<file path="src/rtl/fetch_pkg.sv">
// rtl/fetch_pkg.sv - shared types and constants for the instruction fetch stage
package fetch_pkg;

  typedef enum logic [2:0] {
    S_IDLE,
    S_REQ,
    S_WAIT,
    S_HOLD,
    S_DROP
  } fetch_state_t;

  localparam logic [31:0] NOP_INSTR = 32'h00000013;  // addi x0, x0, 0
  localparam int          PC_STEP   = 4;

endpackage

</file>
<file path="src/rtl/next_pc_sel.sv">
// rtl/next_pc_sel.sv - priority select of the next PC: redirect, sequential advance, hold
//
// Ports:
//   redirect        - take redirect_target (word aligned)
//   redirect_target - branch/jump destination
//   advance         - an instruction enters IF/ID this cycle, step by PC_STEP
//   pc              - current PC
//   next_pc         - PC for the next cycle
module next_pc_sel
  import fetch_pkg::*;
#(
  parameter int N = 32
) (
  input  logic         redirect,
  input  logic [N-1:0] redirect_target,
  input  logic         advance,
  input  logic [N-1:0] pc,
  output logic [N-1:0] next_pc
);

  // Clearing the two low bits keeps the fetch address word aligned.
  logic [N-1:0] target_aligned;
  assign target_aligned = redirect_target & ~N'(3);

  always_comb begin
    next_pc = pc;
    if (redirect) begin
      next_pc = target_aligned;
    end else if (advance) begin
      next_pc = pc + N'(PC_STEP);
    end
  end

endmodule

</file>
<file path="src/rtl/fetch_stage.sv">
// rtl/fetch_stage.sv - instruction fetch control with IF/ID register, stall and flush
//
// Ports:
//   clk, reset            - clock, asynchronous active-low reset
//   PC_Value / Next_PC    - current PC in, next PC out (PC register has no enable)
//   imem_req/addr/gnt     - single-outstanding fetch request handshake
//   imem_rvalid/rdata     - returned instruction word
//   redirect_valid/target - one-cycle redirect from EX, flushes IF/ID
//   id_stall              - decode cannot accept the current IF/ID contents
//   ifid_*                - IF/ID register outputs
module fetch_stage
  import fetch_pkg::*;
#(
  parameter int           N         = 32,
  parameter logic [N-1:0] NOP_INSTR = N'(fetch_pkg::NOP_INSTR)
) (
  input  logic         clk,
  input  logic         reset,
  input  logic [N-1:0] PC_Value,
  output logic [N-1:0] Next_PC,
  output logic         imem_req,
  output logic [N-1:0] imem_addr,
  input  logic         imem_gnt,
  input  logic         imem_rvalid,
  input  logic [N-1:0] imem_rdata,
  input  logic         redirect_valid,
  input  logic [N-1:0] redirect_target,
  input  logic         id_stall,
  output logic         ifid_valid,
  output logic [N-1:0] ifid_instr,
  output logic [N-1:0] ifid_pc,
  output logic [N-1:0] ifid_pc_plus4
);

  fetch_state_t state;
  logic [N-1:0] hold_instr;

  logic         redirect_act;
  logic         slot_free;
  logic         load_wait;
  logic         load_hold;
  logic         advance;
  logic [N-1:0] pc_plus4;

  // Redirects arriving before the first request are meaningless and ignored.
  assign redirect_act = redirect_valid && (state != S_IDLE);
  assign slot_free    = !ifid_valid || !id_stall;
  assign load_wait    = (state == S_WAIT) && imem_rvalid && slot_free;
  assign load_hold    = (state == S_HOLD) && slot_free;
  assign advance      = (load_wait || load_hold) && !redirect_act;
  assign pc_plus4     = PC_Value + N'(PC_STEP);

  assign imem_req  = (state == S_REQ);
  assign imem_addr = PC_Value;

  next_pc_sel #(.N(N)) u_next_pc_sel (
    .redirect        (redirect_act),
    .redirect_target (redirect_target),
    .advance         (advance),
    .pc              (PC_Value),
    .next_pc         (Next_PC)
  );

  always_ff @(posedge clk or negedge reset) begin
    if (!reset) begin
      state         <= S_IDLE;
      hold_instr    <= NOP_INSTR;
      ifid_valid    <= 1'b0;
      ifid_instr    <= NOP_INSTR;
      ifid_pc       <= '0;
      ifid_pc_plus4 <= '0;
    end else if (redirect_act) begin
      // Flush: IF/ID becomes a bubble; any buffered word is simply abandoned.
      ifid_valid <= 1'b0;
      ifid_instr <= NOP_INSTR;
      case (state)
        S_REQ:   state <= imem_gnt ? S_DROP : S_REQ;
        S_WAIT:  state <= imem_rvalid ? S_REQ : S_DROP;
        S_DROP:  state <= imem_rvalid ? S_REQ : S_DROP;
        default: state <= S_REQ;
      endcase
    end else begin
      if (advance) begin
        ifid_valid    <= 1'b1;
        ifid_instr    <= load_wait ? imem_rdata : hold_instr;
        ifid_pc       <= PC_Value;
        ifid_pc_plus4 <= pc_plus4;
      end else if (slot_free) begin
        // Decode consumed the entry (or it was already empty).
        ifid_valid <= 1'b0;
      end

      case (state)
        S_IDLE: state <= S_REQ;
        S_REQ:  if (imem_gnt) state <= S_WAIT;
        S_WAIT: begin
          if (imem_rvalid) begin
            if (slot_free) begin
              state <= S_REQ;
            end else begin
              hold_instr <= imem_rdata;
              state      <= S_HOLD;
            end
          end
        end
        S_HOLD:  if (slot_free) state <= S_REQ;
        S_DROP:  if (imem_rvalid) state <= S_REQ;
        default: state <= S_IDLE;
      endcase
    end
  end

endmodule

</file>
<file path="config.mk">
export PLATFORM = sky130hd
export DESIGN_NAME = fetch_stage
export DESIGN_NICKNAME = d
export VERILOG_FILES = /design/src/rtl/fetch_pkg.sv /design/src/rtl/next_pc_sel.sv /design/src/rtl/fetch_stage.sv
export SDC_FILE = /design/constraint.sdc
export NUM_CORES = 1
export LEC_CHECK = 0
export CAP_MARGIN = 25
export CORE_UTILIZATION = 30
export DETAILED_ROUTE_END_ITERATION = 10
export PLACE_DENSITY_LB_ADDON = 0.3
export SYNTH_ARGS = -nofsm -noshare
export SYNTH_HDL_FRONTEND = slang
export SYNTH_HIERARCHICAL = 1
export SYNTH_SLANG_ARGS = --single-unit
export TNS_END_PERCENT = 1
</file>
<file path="constraint.sdc">
create_clock -name clk -period 3.8 [get_ports clk]
set_clock_uncertainty 0.2 [all_clocks]
set_input_delay 0.38 -clock clk [delete_from_list [all_inputs] [get_ports clk]]
set_output_delay 0.38 -clock clk [all_outputs]
set_load 0.02 [all_outputs]
</file>
==> results of run 1 <==
[worst paths after layout]
path                               start              to  slack (ns)  depth (start not counted)
max reg2reg                     state[2]   hold_instr[2]        1.31                          5
max in group asynchronous          reset  ifid_instr[17]        2.12                          3
min in group asynchronous          reset   ifid_instr[2]        0.37                          2
max                             state[2]     Next_PC[23]        0.03                          9
min                        ifid_instr[1]   ifid_instr[1]        0.27                          2
min reg2reg                ifid_instr[1]   ifid_instr[1]        0.27                          2
[power by group]
group	switching [mW]	internal (mW)	leakage, nW
Sequential	0.206	1.78	1.70
Clock	0.750	1.02	0.306
Combinational	1.50	1.19	2.80
Total	2.46	3.99	4.81
[per-layer routing]
metal / GRT usage [%] / share of wire [%] / vias to the layer above
li1: - / - / 3151
met1: 25.11 / 44 / 3159
met2: 32.82 / 46 / 254
met3: 5.794 / 7.4 / 29
met4: 6.978 / 1.9 / 0
met5: 0 / 0 / -
[stage by stage]
| stage | instances | instance area [sq um] | setup TNS (ns) | util, % |
|---|---|---|---|---|
| floorplan | 761 | 7028 | 0 | - |
| global placement | 1322 | 10090 | -1.150 | 44.29 |
| detailed placement | 1322 | 10090 | -1.214 | 44.29 |
| CTS | 1355 | 10720 | 0 | 47.06 |
| global route | 1355 | 10740 | -0.2063 | 47.16 |
| finish | 1355 | 10740 | 0 | 47.16 |
[synth_stat cells, types with 5 or more instances]
library cell	number
mux2_2	22
o21ai_1	57
o211ai_1	5
mux2_1	10
clkbuf_1	20
nand4_1	9
nor4_1	5
dfstp_2	6
nor2b_1	6
buf_2	18
xnor2_1	17
nand3_1	27
nor2_1	23
or3_1	7
o21ai_0	20
or4_1	15
xor2_1	20
mux2i_1	30
a31oi_1	15
inv_1	10
dfrtp_1	124
nand2_1	196
buf_4	34
o31ai_1	10
[registers in the layout, indices dropped and copies added (netlist names)]
signal / cells
ifid_pc_plus4: 30
ifid_valid: 1
ifid_instr: 32
state: 3
ifid_pc: 32
hold_instr: 32
[kinds of logic after synthesis]
logic type,count (synthesis),synth area share (%)
AND/OR/NAND/NOR,323,22.47
AO/OA/AOI/OAI,120,9.881
adder cells (fa/ha/maj),2,0.3560
flip-flops,130,46.39
XOR/XNOR,37,4.611
multiplexers,62,9.400
buffers and inverters,87,6.890
[layout by cell type (no fill, tap or decap), types with 7 or more instances in the layout]
master,Yosys,layout
a31oi_1,15,15
buf_4,34,61
clkbuf_16,0,17
clkdlybuf4s50_1,0,238
dfrtp_1,124,124
dlygate4sd2_1,0,7
inv_1,10,10
mux2_1,10,10
mux2_2,22,22
mux2i_1,30,30
nand2_1,196,195
nand3_1,27,27
nand4_1,9,9
nor2_1,23,23
o21ai_0,20,20
o21ai_1,57,57
o31ai_1,10,10
or4_1,15,15
xnor2_1,17,17
xor2_1,20,20
[critical path: stages (launching register included)]
cell	delay (ns)
dfrtp_1	0.37
nor2b_1	0.15
o21ai_1	0.10
or3_4	0.41
inv_2	0.10
nand3_1	0.09
or4_4	0.52
or4_1	0.50
a31oi_1	0.19
clkdlybuf4s15_1	0.33
[timing repair]
item	4_1_cts	5_1_grt
gates resized for setup	16	25
hold endpoints to repair	70	0
setup endpoints to repair	16	17
hold buffers	1	0
[cell type report]
type	count	share of cell area, %
inverters	11	0.3844
well taps	313	3.646
multi-input cells	544	30.79
clock buffers	17	3.960
repair buffers	325	28.85
clock inverters	15	2.015
flip-flops and latches	130	30.36
==> impl_metrics.xml, run 1 <==
<?xml version="1.0" encoding="UTF-8"?>
<metrics>
  <group name="detailed_routing">
    <metric name="antenna_left" unit="">0</metric>
    <metric name="route.final.wire_length" unit="um">23650</metric>
    <metric name="post-route-drc-count" unit="">0</metric>
    <metric name="route.detailed.vias_per_inst" unit="">4.866</metric>
    <metric name="drt_iter0_markers" unit="">248</metric>
    <metric name="dr.pass1.iters" unit="">5</metric>
    <metric name="detail_routed_net_length_per_standard_cell" unit="um">17.45</metric>
    <metric name="route.vias.total" unit="">6593</metric>
  </group>
  <group name="job">
    <metric name="max_cap_viol_count" unit="">0</metric>
  </group>
  <group name="synth">
    <metric name="yosysSeqAreaShare" unit="%">46.39</metric>
    <metric name="synth_cells" unit="">761</metric>
    <metric name="synth.ff_latch_count" unit="">130</metric>
    <metric name="syn-cell-area" unit="sq um">7028</metric>
    <metric name="async_reset_ff_share" unit="%">100.0</metric>
    <metric name="yosysUniqueCellTypes" unit="">53</metric>
    <metric name="number_of_flops_mapped_to_enable_cells_by_yosys" unit="">0</metric>
    <metric name="yosys_warnings" unit="">6</metric>
    <metric name="syn-num-nets" unit="">865</metric>
    <metric name="netlist.area_leader.share" unit="%">44.15</metric>
    <metric name="synthesized_area_per_cell" unit="sq um">9.235</metric>
    <metric name="yosys.area.top_type" unit="">dfrtp_1</metric>
    <metric name="synth-main-ff-cell" unit="">dfrtp_1</metric>
    <metric name="largest_cells_by_area_after_synthesis" unit="">dfrtp_1 44%, nand2_1 10%, mux2i_1 4.3%</metric>
  </group>
  <group name="power_and_ir_drop">
    <metric name="powerDensity" unit="nW/um^2">600.1</metric>
    <metric name="vdd.ir_drop.worst" unit="mV">0.2865</metric>
    <metric name="post-layout-total-power" unit="mW">6.446</metric>
    <metric name="power.static_leakage" unit="nW">4.807</metric>
  </group>
  <group name="critical_path">
    <metric name="critical_path_peak_fanout" unit="">12</metric>
    <metric name="worstSetupPathType" unit="">reg2out</metric>
    <metric name="endpoint_kind" unit="">output pin</metric>
    <metric name="worst-endpoint-required" unit="ns">3.22</metric>
    <metric name="startpoint_type" unit="">flop</metric>
    <metric name="crit_arrival" unit="ns">3.19</metric>
  </group>
  <group name="die">
    <metric name="boundaryPins" unit="">264</metric>
    <metric name="core_area" unit="sq um">22780</metric>
    <metric name="rows" unit="">55</metric>
    <metric name="die_w" unit="um">155.1</metric>
    <metric name="initial_utilization" unit="%">30.85</metric>
    <metric name="floorplan.die.height" unit="um">155.1</metric>
    <metric name="die_area" unit="sq um">24040</metric>
  </group>
  <group name="final_layout">
    <metric name="filler_cell_count" unit="">2182</metric>
    <metric name="layout.area.seq" unit="sq um">3261</metric>
    <metric name="syn2layout_area_growth" unit="%">52.84</metric>
    <metric name="post_route_cells_drive_above_1_share" unit="%">14.78</metric>
    <metric name="num_antenna_cells" unit="">0</metric>
    <metric name="nets" unit="">1133</metric>
    <metric name="area_of_the_multi_input_gates" unit="sq um">3307</metric>
  </group>
  <group name="sta">
    <metric name="timing.final.crit_period" unit="ns">3.771</metric>
    <metric name="tightest_slew" unit="ns">0.8837</metric>
    <metric name="report.final.slew_viol_count" unit="">0</metric>
    <metric name="grt_setup_unrepaired" unit="">true</metric>
    <metric name="achievable-frequency" unit="MHz">265.2</metric>
    <metric name="final_min_period_over_clock_period" unit="%">99.23</metric>
    <metric name="count_of_endpoints_failing_hold_in_the_final_timing_report" unit="">0</metric>
    <metric name="timing.final.setup_violations" unit="">0</metric>
    <metric name="worst_slew_margin_relative_to_its_limit" unit="%">41.09</metric>
    <metric name="worst_hold_slack" unit="ns">0.2679</metric>
    <metric name="layout_setup_ws" unit="ns">0.02941</metric>
  </group>
  <group name="clock_network">
    <metric name="clock_tree.htree_level_count" unit="">4</metric>
    <metric name="numCtsBuffers" unit="">17</metric>
    <metric name="tritoncts" unit="">yes</metric>
    <metric name="postCtsSetupBuffers" unit="">0</metric>
    <metric name="worst_skew_pair.late_latency" unit="ns">0.43</metric>
    <metric name="number_of_sinks_driven_by_the_clock_tree" unit="">130</metric>
    <metric name="path_clk_slew" unit="ns">0.06</metric>
    <metric name="ctsLongestPathBuffers" unit="">2</metric>
    <metric name="clock-root-buffer" unit="">clkbuf_16</metric>
  </group>
  <group name="placement">
    <metric name="pre_cts_ws" unit="ns">-0.1629</metric>
    <metric name="port_buffers" unit="">261</metric>
    <metric name="place.gp.congestion" unit="">0.8331</metric>
    <metric name="dp_hpwl" unit="um">17310</metric>
  </group>
  <group name="run_status">
    <metric name="status" unit="">complete, no violations</metric>
  </group>
  <group name="global_routing">
    <metric name="antenna_found_initial" unit="">0</metric>
    <metric name="grt_util_all_layers" unit="%">20.03</metric>
    <metric name="first_global_vias" unit="">6602</metric>
    <metric name="grt_pass1_wl" unit="um">36510</metric>
    <metric name="aggregate_global_routing_overflow" unit="">0</metric>
    <metric name="grt_max_degree" unit="">87</metric>
  </group>
  <group name="worst_hold_path">
    <metric name="holdCritPathClass" unit="">reg2reg</metric>
  </group>
</metrics>
No activity file was read; power rests on OpenSTA's default activity.
==> run 2, diff against run 1 <==
--- a/config.mk
+++ b/config.mk
@@ -6,6 +6,8 @@
 export NUM_CORES = 1
 export LEC_CHECK = 0
 export CAP_MARGIN = 25
+export CORE_ASPECT_RATIO = 1.75
+export CORE_MARGIN = 8
 export CORE_UTILIZATION = 30
 export DETAILED_ROUTE_END_ITERATION = 10
 export PLACE_DENSITY_LB_ADDON = 0.3
==> impl_metrics.xml, run 2 (same netlist as run 1, synthesis figures left out) <==
<?xml version="1.0" encoding="UTF-8"?>
<metrics>
  <group name="placement">
    <metric name="post-place-cells" unit="">1309</metric>
    <metric name="place.gp.congestion" unit="">0.8071</metric>
    <metric name="dp_hpwl" unit="um">19150</metric>
    <metric name="port_buffers" unit="">261</metric>
    <metric name="pre_cts_ws" unit="ns">-0.2347</metric>
  </group>
  <group name="detailed_routing">
    <metric name="detail_routed_net_length_per_standard_cell" unit="um">18.75</metric>
    <metric name="dr.pass1.iters" unit="">4</metric>
    <metric name="drt_iter0_markers" unit="">298</metric>
    <metric name="route.vias.total" unit="">6411</metric>
    <metric name="post-route-drc-count" unit="">0</metric>
    <metric name="route.final.wire_length" unit="um">25180</metric>
    <metric name="route.detailed.vias_per_inst" unit="">4.774</metric>
    <metric name="antenna_left" unit="">0</metric>
  </group>
  <group name="job">
    <metric name="max_cap_viol_count" unit="">0</metric>
  </group>
  <group name="die">
    <metric name="initial_utilization" unit="%">30.36</metric>
    <metric name="boundaryPins" unit="">264</metric>
    <metric name="floorplan.die.height" unit="um">218.5</metric>
    <metric name="rows" unit="">74</metric>
    <metric name="die_w" unit="um">131.7</metric>
    <metric name="core_area" unit="sq um">23150</metric>
    <metric name="die_area" unit="sq um">28770</metric>
  </group>
  <group name="critical_path">
    <metric name="worstPathCellList" unit="">nor2b_2 &gt; o21ai_1 &gt; or3_4 &gt; inv_2 &gt; nand3_1 &gt; or4_4 &gt; buf_4 &gt; or4_1 &gt; a31oi_1 &gt; buf_4</metric>
    <metric name="crit_arrival" unit="ns">3.17</metric>
    <metric name="critical_path.most_common_cell" unit="">buf_4</metric>
    <metric name="worst-endpoint-required" unit="ns">3.22</metric>
    <metric name="critical-path-max-stage-delay" unit="ns">0.51</metric>
    <metric name="worstSetupPathType" unit="">reg2out</metric>
    <metric name="startpoint_type" unit="">flop</metric>
    <metric name="critical_path_peak_fanout" unit="">11</metric>
    <metric name="worst_path_slowest_cell" unit="">or4_4</metric>
    <metric name="endpoint_kind" unit="">output pin</metric>
  </group>
  <group name="final_layout">
    <metric name="fin_cells" unit="">1343</metric>
    <metric name="biggestRegsByFlops" unit="">hold_instr: 32 flops, ifid_instr: 32 flops, ifid_pc: 32 flops</metric>
    <metric name="nets" unit="">1129</metric>
    <metric name="layout.area.seq" unit="sq um">3261</metric>
    <metric name="syn2layout_area_growth" unit="%">51.95</metric>
    <metric name="post_route_cells_drive_above_1_share" unit="%">14.64</metric>
    <metric name="area_of_the_multi_input_gates" unit="sq um">3303</metric>
    <metric name="filler_cell_count" unit="">2308</metric>
    <metric name="layout_common_cells" unit="">237 x clkdlybuf4s50_1, 195 x nand2_1, 124 x dfrtp_1</metric>
    <metric name="layout_commonest_cell" unit="">clkdlybuf4s50_1</metric>
  </group>
  <group name="clock_network">
    <metric name="clock-root-buffer" unit="">clkbuf_16</metric>
    <metric name="tritoncts" unit="">yes</metric>
    <metric name="worst_skew_pair.late_latency" unit="ns">0.42</metric>
    <metric name="path_clk_slew" unit="ns">0.06</metric>
    <metric name="clock_tree.htree_level_count" unit="">4</metric>
    <metric name="number_of_sinks_driven_by_the_clock_tree" unit="">130</metric>
    <metric name="ctsLongestPathBuffers" unit="">2</metric>
    <metric name="numCtsBuffers" unit="">17</metric>
  </group>
  <group name="sta">
    <metric name="tightest_slew" unit="ns">0.9134</metric>
    <metric name="timing.final.setup_violations" unit="">0</metric>
    <metric name="worst_slew_margin_relative_to_its_limit" unit="%">39.10</metric>
    <metric name="grt_setup_unrepaired" unit="">true</metric>
    <metric name="timing.final.crit_period" unit="ns">3.752</metric>
    <metric name="achievable-frequency" unit="MHz">266.6</metric>
    <metric name="count_of_endpoints_failing_hold_in_the_final_timing_report" unit="">0</metric>
    <metric name="layout_setup_ws" unit="ns">0.04837</metric>
    <metric name="final_min_period_over_clock_period" unit="%">98.73</metric>
    <metric name="report.final.slew_viol_count" unit="">0</metric>
  </group>
  <group name="power_and_ir_drop">
    <metric name="powerDensity" unit="nW/um^2">604.8</metric>
    <metric name="power.static_leakage" unit="nW">4.774</metric>
    <metric name="vdd.ir_drop.worst" unit="mV">0.3157</metric>
  </group>
  <group name="global_routing">
    <metric name="grt_max_degree" unit="">88</metric>
    <metric name="grt_util_all_layers" unit="%">17.60</metric>
    <metric name="first_global_vias" unit="">6603</metric>
    <metric name="grt_pass1_wl" unit="um">39480</metric>
    <metric name="aggregate_global_routing_overflow" unit="">0</metric>
    <metric name="antenna_found_initial" unit="">1</metric>
  </group>
  <group name="worst_hold_path">
    <metric name="holdCritPathClass" unit="">reg2reg</metric>
  </group>
  <group name="run_status">
    <metric name="status" unit="">complete, no violations</metric>
  </group>
</metrics>
## run 2: cell types whose count changed in the layout (fill, tap and decap cells not counted), moves of 2 or more
cell            change
bufinv_16           +2
clkinv_2            +2
clkinv_4            +6
clkinv_8            -4
dlymetal6s2s_1      -2
inv_8               -6
## run 2: final timing paths
path,startpoint,endpoint,slack [ns],cells after the start
max,state[2],Next_PC[23],0.05,10
min,ifid_instr[1],ifid_instr[1],0.26,2
max reg2reg,state[1],ifid_pc_plus4[30],1.30,6
min reg2reg,ifid_instr[1],ifid_instr[1],0.26,2
max in group asynchronous,reset,hold_instr[1],2.22,3
min in group asynchronous,reset,ifid_instr[21],0.37,2
## run 2: layout make-up
| cell class | count | area share, % |
|---|---|---|
| multi-input combinational | 544 | 30.93 |
| sequential | 130 | 30.53 |
| timing repair buffer | 321 | 28.63 |
| clock buffer | 17 | 3.984 |
| tap | 304 | 3.562 |
| clock inverter | 15 | 1.945 |
| inverter | 11 | 0.3866 |
| antenna | 1 | 0.02343 |
## run 2: worst max-delay path, delay by kind of cell (launching register included)
kind	cells	cell delay, ns
simple gates	5	1.62
buf+inv	3	0.45
compound gates	2	0.28
flops	1	0.38
## run 2: through the flow
| step | cell area [sq um] | hold slack [ns] | setup TNS [ns] | total power, mW | utilization (%) |
|---|---|---|---|---|---|
| floorplan | 7028 | -0.1156 | 0 | 3.340 | - |
| global placement | 10040 | 0.2491 | -1.667 | 4.764 | 43.37 |
| detailed placement | 10040 | 0.2505 | -1.708 | 4.797 | 43.37 |
| CTS | 10670 | 0.2627 | 0 | 6.571 | 46.10 |
| global route | 10680 | 0.2851 | -0.2982 | 6.835 | 46.14 |
| finish | 10680 | 0.2609 | 0 | 6.458 | 46.14 |
## run 2: repair_timing
action                                  4_1_cts  5_1_grt
gates resized for setup                      18       18
hold endpoints to repair                     77        0
setup buffers                                 0        0
hold buffers                                  1        0
endpoints found under the setup margin       20       15
## run 2: routing by layer
metal | global-route usage, % | vias up | routed length [um]
li1 | - | 3132 | -
met1 | 18.34 | 3061 | 9594
met2 | 32.89 | 191 | 13750
met3 | 4.230 | 27 | 1237
met4 | 7.580 | 0 | 601
met5 | 0 | - | 0
## run 2: where the power goes
group	internal [mW]	switching [mW]
registers	1.78	0.189
logic	1.18	1.54
clock network	1.10	0.662
total	4.07	2.39
==> run 3, diff against run 2 <==
--- a/config.mk
+++ b/config.mk
@@ -9,7 +9,9 @@
 export CORE_ASPECT_RATIO = 1.75
 export CORE_MARGIN = 8
 export CORE_UTILIZATION = 30
+export CTS_CLUSTER_DIAMETER = 30
 export DETAILED_ROUTE_END_ITERATION = 10
+export MAX_ROUTING_LAYER = met4
 export PLACE_DENSITY_LB_ADDON = 0.3
 export SYNTH_ARGS = -nofsm -noshare
 export SYNTH_HDL_FRONTEND = slang
==> impl_metrics.xml, run 3 (same netlist as run 1, synthesis figures left out) <==
<?xml version="1.0" encoding="UTF-8"?>
<metrics>
  <group name="run_status">
    <metric name="status" unit="">complete, no violations</metric>
  </group>
  <group name="job">
    <metric name="max_cap_viol_count" unit="">0</metric>
  </group>
  <group name="critical_path">
    <metric name="startpoint_type" unit="">flop</metric>
    <metric name="worst_path_slowest_cell" unit="">or4_4</metric>
    <metric name="critical_path.most_common_cell" unit="">buf_4</metric>
    <metric name="worst-endpoint-required" unit="ns">3.22</metric>
    <metric name="critical_path_peak_fanout" unit="">11</metric>
    <metric name="worstPathCellList" unit="">nor2b_2 &gt; o21ai_1 &gt; or3_4 &gt; inv_2 &gt; nand3_1 &gt; or4_4 &gt; buf_4 &gt; or4_1 &gt; a31oi_1 &gt; buf_4</metric>
    <metric name="critical-path-max-stage-delay" unit="ns">0.51</metric>
    <metric name="worstSetupPathType" unit="">reg2out</metric>
    <metric name="crit_arrival" unit="ns">3.16</metric>
    <metric name="endpoint_kind" unit="">output pin</metric>
  </group>
  <group name="global_routing">
    <metric name="aggregate_global_routing_overflow" unit="">0</metric>
    <metric name="first_global_vias" unit="">6604</metric>
    <metric name="grt_pass1_wl" unit="um">39420</metric>
    <metric name="antenna_found_initial" unit="">1</metric>
    <metric name="grt_max_degree" unit="">88</metric>
    <metric name="grt_util_all_layers" unit="%">18.11</metric>
  </group>
  <group name="clock_network">
    <metric name="numCtsBuffers" unit="">17</metric>
    <metric name="tritoncts" unit="">yes</metric>
    <metric name="worst_skew_pair.late_latency" unit="ns">0.41</metric>
    <metric name="postCtsSetupBuffers" unit="">0</metric>
    <metric name="number_of_sinks_driven_by_the_clock_tree" unit="">130</metric>
    <metric name="clock-root-buffer" unit="">clkbuf_16</metric>
    <metric name="path_clk_slew" unit="ns">0.06</metric>
    <metric name="ctsLongestPathBuffers" unit="">2</metric>
    <metric name="clock_tree.htree_level_count" unit="">4</metric>
  </group>
  <group name="die">
    <metric name="floorplan.die.height" unit="um">218.5</metric>
    <metric name="core_area" unit="sq um">23150</metric>
    <metric name="initial_utilization" unit="%">30.36</metric>
    <metric name="rows" unit="">74</metric>
    <metric name="boundaryPins" unit="">264</metric>
    <metric name="die_area" unit="sq um">28770</metric>
    <metric name="die_w" unit="um">131.7</metric>
  </group>
  <group name="power_and_ir_drop">
    <metric name="post-layout-total-power" unit="mW">6.455</metric>
    <metric name="vdd.ir_drop.worst" unit="mV">0.3117</metric>
    <metric name="power.static_leakage" unit="nW">4.775</metric>
    <metric name="powerDensity" unit="nW/um^2">604.1</metric>
  </group>
  <group name="sta">
    <metric name="timing.final.setup_violations" unit="">0</metric>
    <metric name="report.final.slew_viol_count" unit="">0</metric>
    <metric name="achievable-frequency" unit="MHz">267.6</metric>
    <metric name="grt_setup_unrepaired" unit="">true</metric>
    <metric name="count_of_endpoints_failing_hold_in_the_final_timing_report" unit="">0</metric>
    <metric name="final_min_period_over_clock_period" unit="%">98.34</metric>
    <metric name="timing.final.crit_period" unit="ns">3.737</metric>
    <metric name="layout_setup_ws" unit="ns">0.06305</metric>
    <metric name="tightest_slew" unit="ns">0.9042</metric>
    <metric name="worst_slew_margin_relative_to_its_limit" unit="%">39.72</metric>
  </group>
  <group name="placement">
    <metric name="port_buffers" unit="">261</metric>
    <metric name="dp_hpwl" unit="um">19150</metric>
    <metric name="place.gp.congestion" unit="">0.8189</metric>
    <metric name="pre_cts_ws" unit="ns">-0.2347</metric>
  </group>
  <group name="final_layout">
    <metric name="biggestRegsByFlops" unit="">hold_instr: 32 flops, ifid_instr: 32 flops, ifid_pc: 32 flops</metric>
    <metric name="post_route_cells_drive_above_1_share" unit="%">14.74</metric>
    <metric name="filler_cell_count" unit="">2309</metric>
    <metric name="layout_common_cells" unit="">237 x clkdlybuf4s50_1, 195 x nand2_1, 124 x dfrtp_1</metric>
    <metric name="layout_commonest_cell" unit="">clkdlybuf4s50_1</metric>
    <metric name="nets" unit="">1129</metric>
    <metric name="syn2layout_area_growth" unit="%">52.04</metric>
  </group>
  <group name="detailed_routing">
    <metric name="dr.pass1.iters" unit="">4</metric>
    <metric name="route.final.wire_length" unit="um">25210</metric>
    <metric name="drt_iter0_markers" unit="">260</metric>
    <metric name="antenna_left" unit="">0</metric>
    <metric name="post-route-drc-count" unit="">0</metric>
    <metric name="detail_routed_net_length_per_standard_cell" unit="um">18.77</metric>
    <metric name="route.vias.total" unit="">6395</metric>
    <metric name="route.detailed.vias_per_inst" unit="">4.762</metric>
  </group>
  <group name="worst_hold_path">
    <metric name="holdCritPathClass" unit="">reg2reg</metric>
  </group>
</metrics>
==> run 3: cell counts in the layout (fill, tap and decap cells not counted) <==
Identical to the previous run, type by type.
==> run 3: report_power, final <==
group          leakage [nW]  switching [mW]  internal, mW  total, mW
Combinational          2.77            1.54          1.18       2.72
Sequential             1.70           0.188          1.78       1.97
Clock                 0.308           0.660          1.11       1.77
Total                  4.77            2.39          4.07       6.45
==> run 3: critical path, delay by kind of cell (launching register included) <==
family                 cells  cell delay [ns]
and+or+nand+nor            5             1.62
DFF                        1             0.38
buffers and inverters      3             0.44
AOI/OAI and AO/OA          2             0.28
==> run 3: path summary, 6_finish.rpt <==
| check | startpoint | slack (ns) | end | depth (start not counted) |
|---|---|---|---|---|
| setup / recovery | state[2] | 0.06 | Next_PC[23] | 10 |
| hold / removal | ifid_instr[1] | 0.26 | ifid_instr[1] | 2 |
| setup reg to reg | state[1] | 1.29 | ifid_pc_plus4[24] | 7 |
| hold reg to reg | ifid_instr[1] | 0.26 | ifid_instr[1] | 2 |
| max in group asynchronous | reset | 2.21 | hold_instr[1] | 3 |
| min in group asynchronous | reset | 0.39 | ifid_instr[21] | 2 |
==> run 3: metrics by stage <==
| stage | area, sq um | cells | setup TNS [ns] | utilization [%] | hold slack [ns] |
|---|---|---|---|---|---|
| CTS | 10670 | 1342 | 0 | 46.10 | 0.2627 |
| finish | 10690 | 1343 | 0 | 46.16 | 0.2610 |
| global placement | 10040 | 1309 | -1.667 | 43.37 | 0.2491 |
| detailed placement | 10040 | 1309 | -1.708 | 43.37 | 0.2505 |
| global route | 10690 | 1343 | -0.2893 | 46.16 | 0.2851 |
| floorplan | 7028 | 761 | 0 | - | -0.1156 |
==> run 3: what timing repair did <==
| action | 4_1_cts | 5_1_grt |
|---|---|---|
| hold buffers | 1 | 0 |
| gates resized for setup | 18 | 19 |
| endpoints found under the setup margin | 20 | 15 |
| endpoints found under the hold margin | 77 | 0 |
| pin swaps | 0 | 0 |
==> run 3: final cells by class <==
type	count	area, sq um	share of cell area, %
Clock buffer	17	425.4	3.981
Tap cell	304	380.4	3.560
Inverter	11	41.29	0.3864
Multi-Input combinational cell	544	3309	30.97
Timing Repair Buffer	321	3058	28.62
Antenna cell	1	2.502	0.02342
Clock inverter	15	207.7	1.944
Sequential cell	130	3261	30.52
==> run 3: per-layer routing <==
layer / GRT usage [%] / wire, um / vias up / part of all wire [%]
met5: - / 0 / - / 0
met4: 7.234 / 531 / 0 / 2.1
met3: 3.586 / 1125 / 19 / 4.5
met2: 33.08 / 13820 / 192 / 55
met1: 18.71 / 9734 / 3043 / 39
li1: - / - / 3141 / -
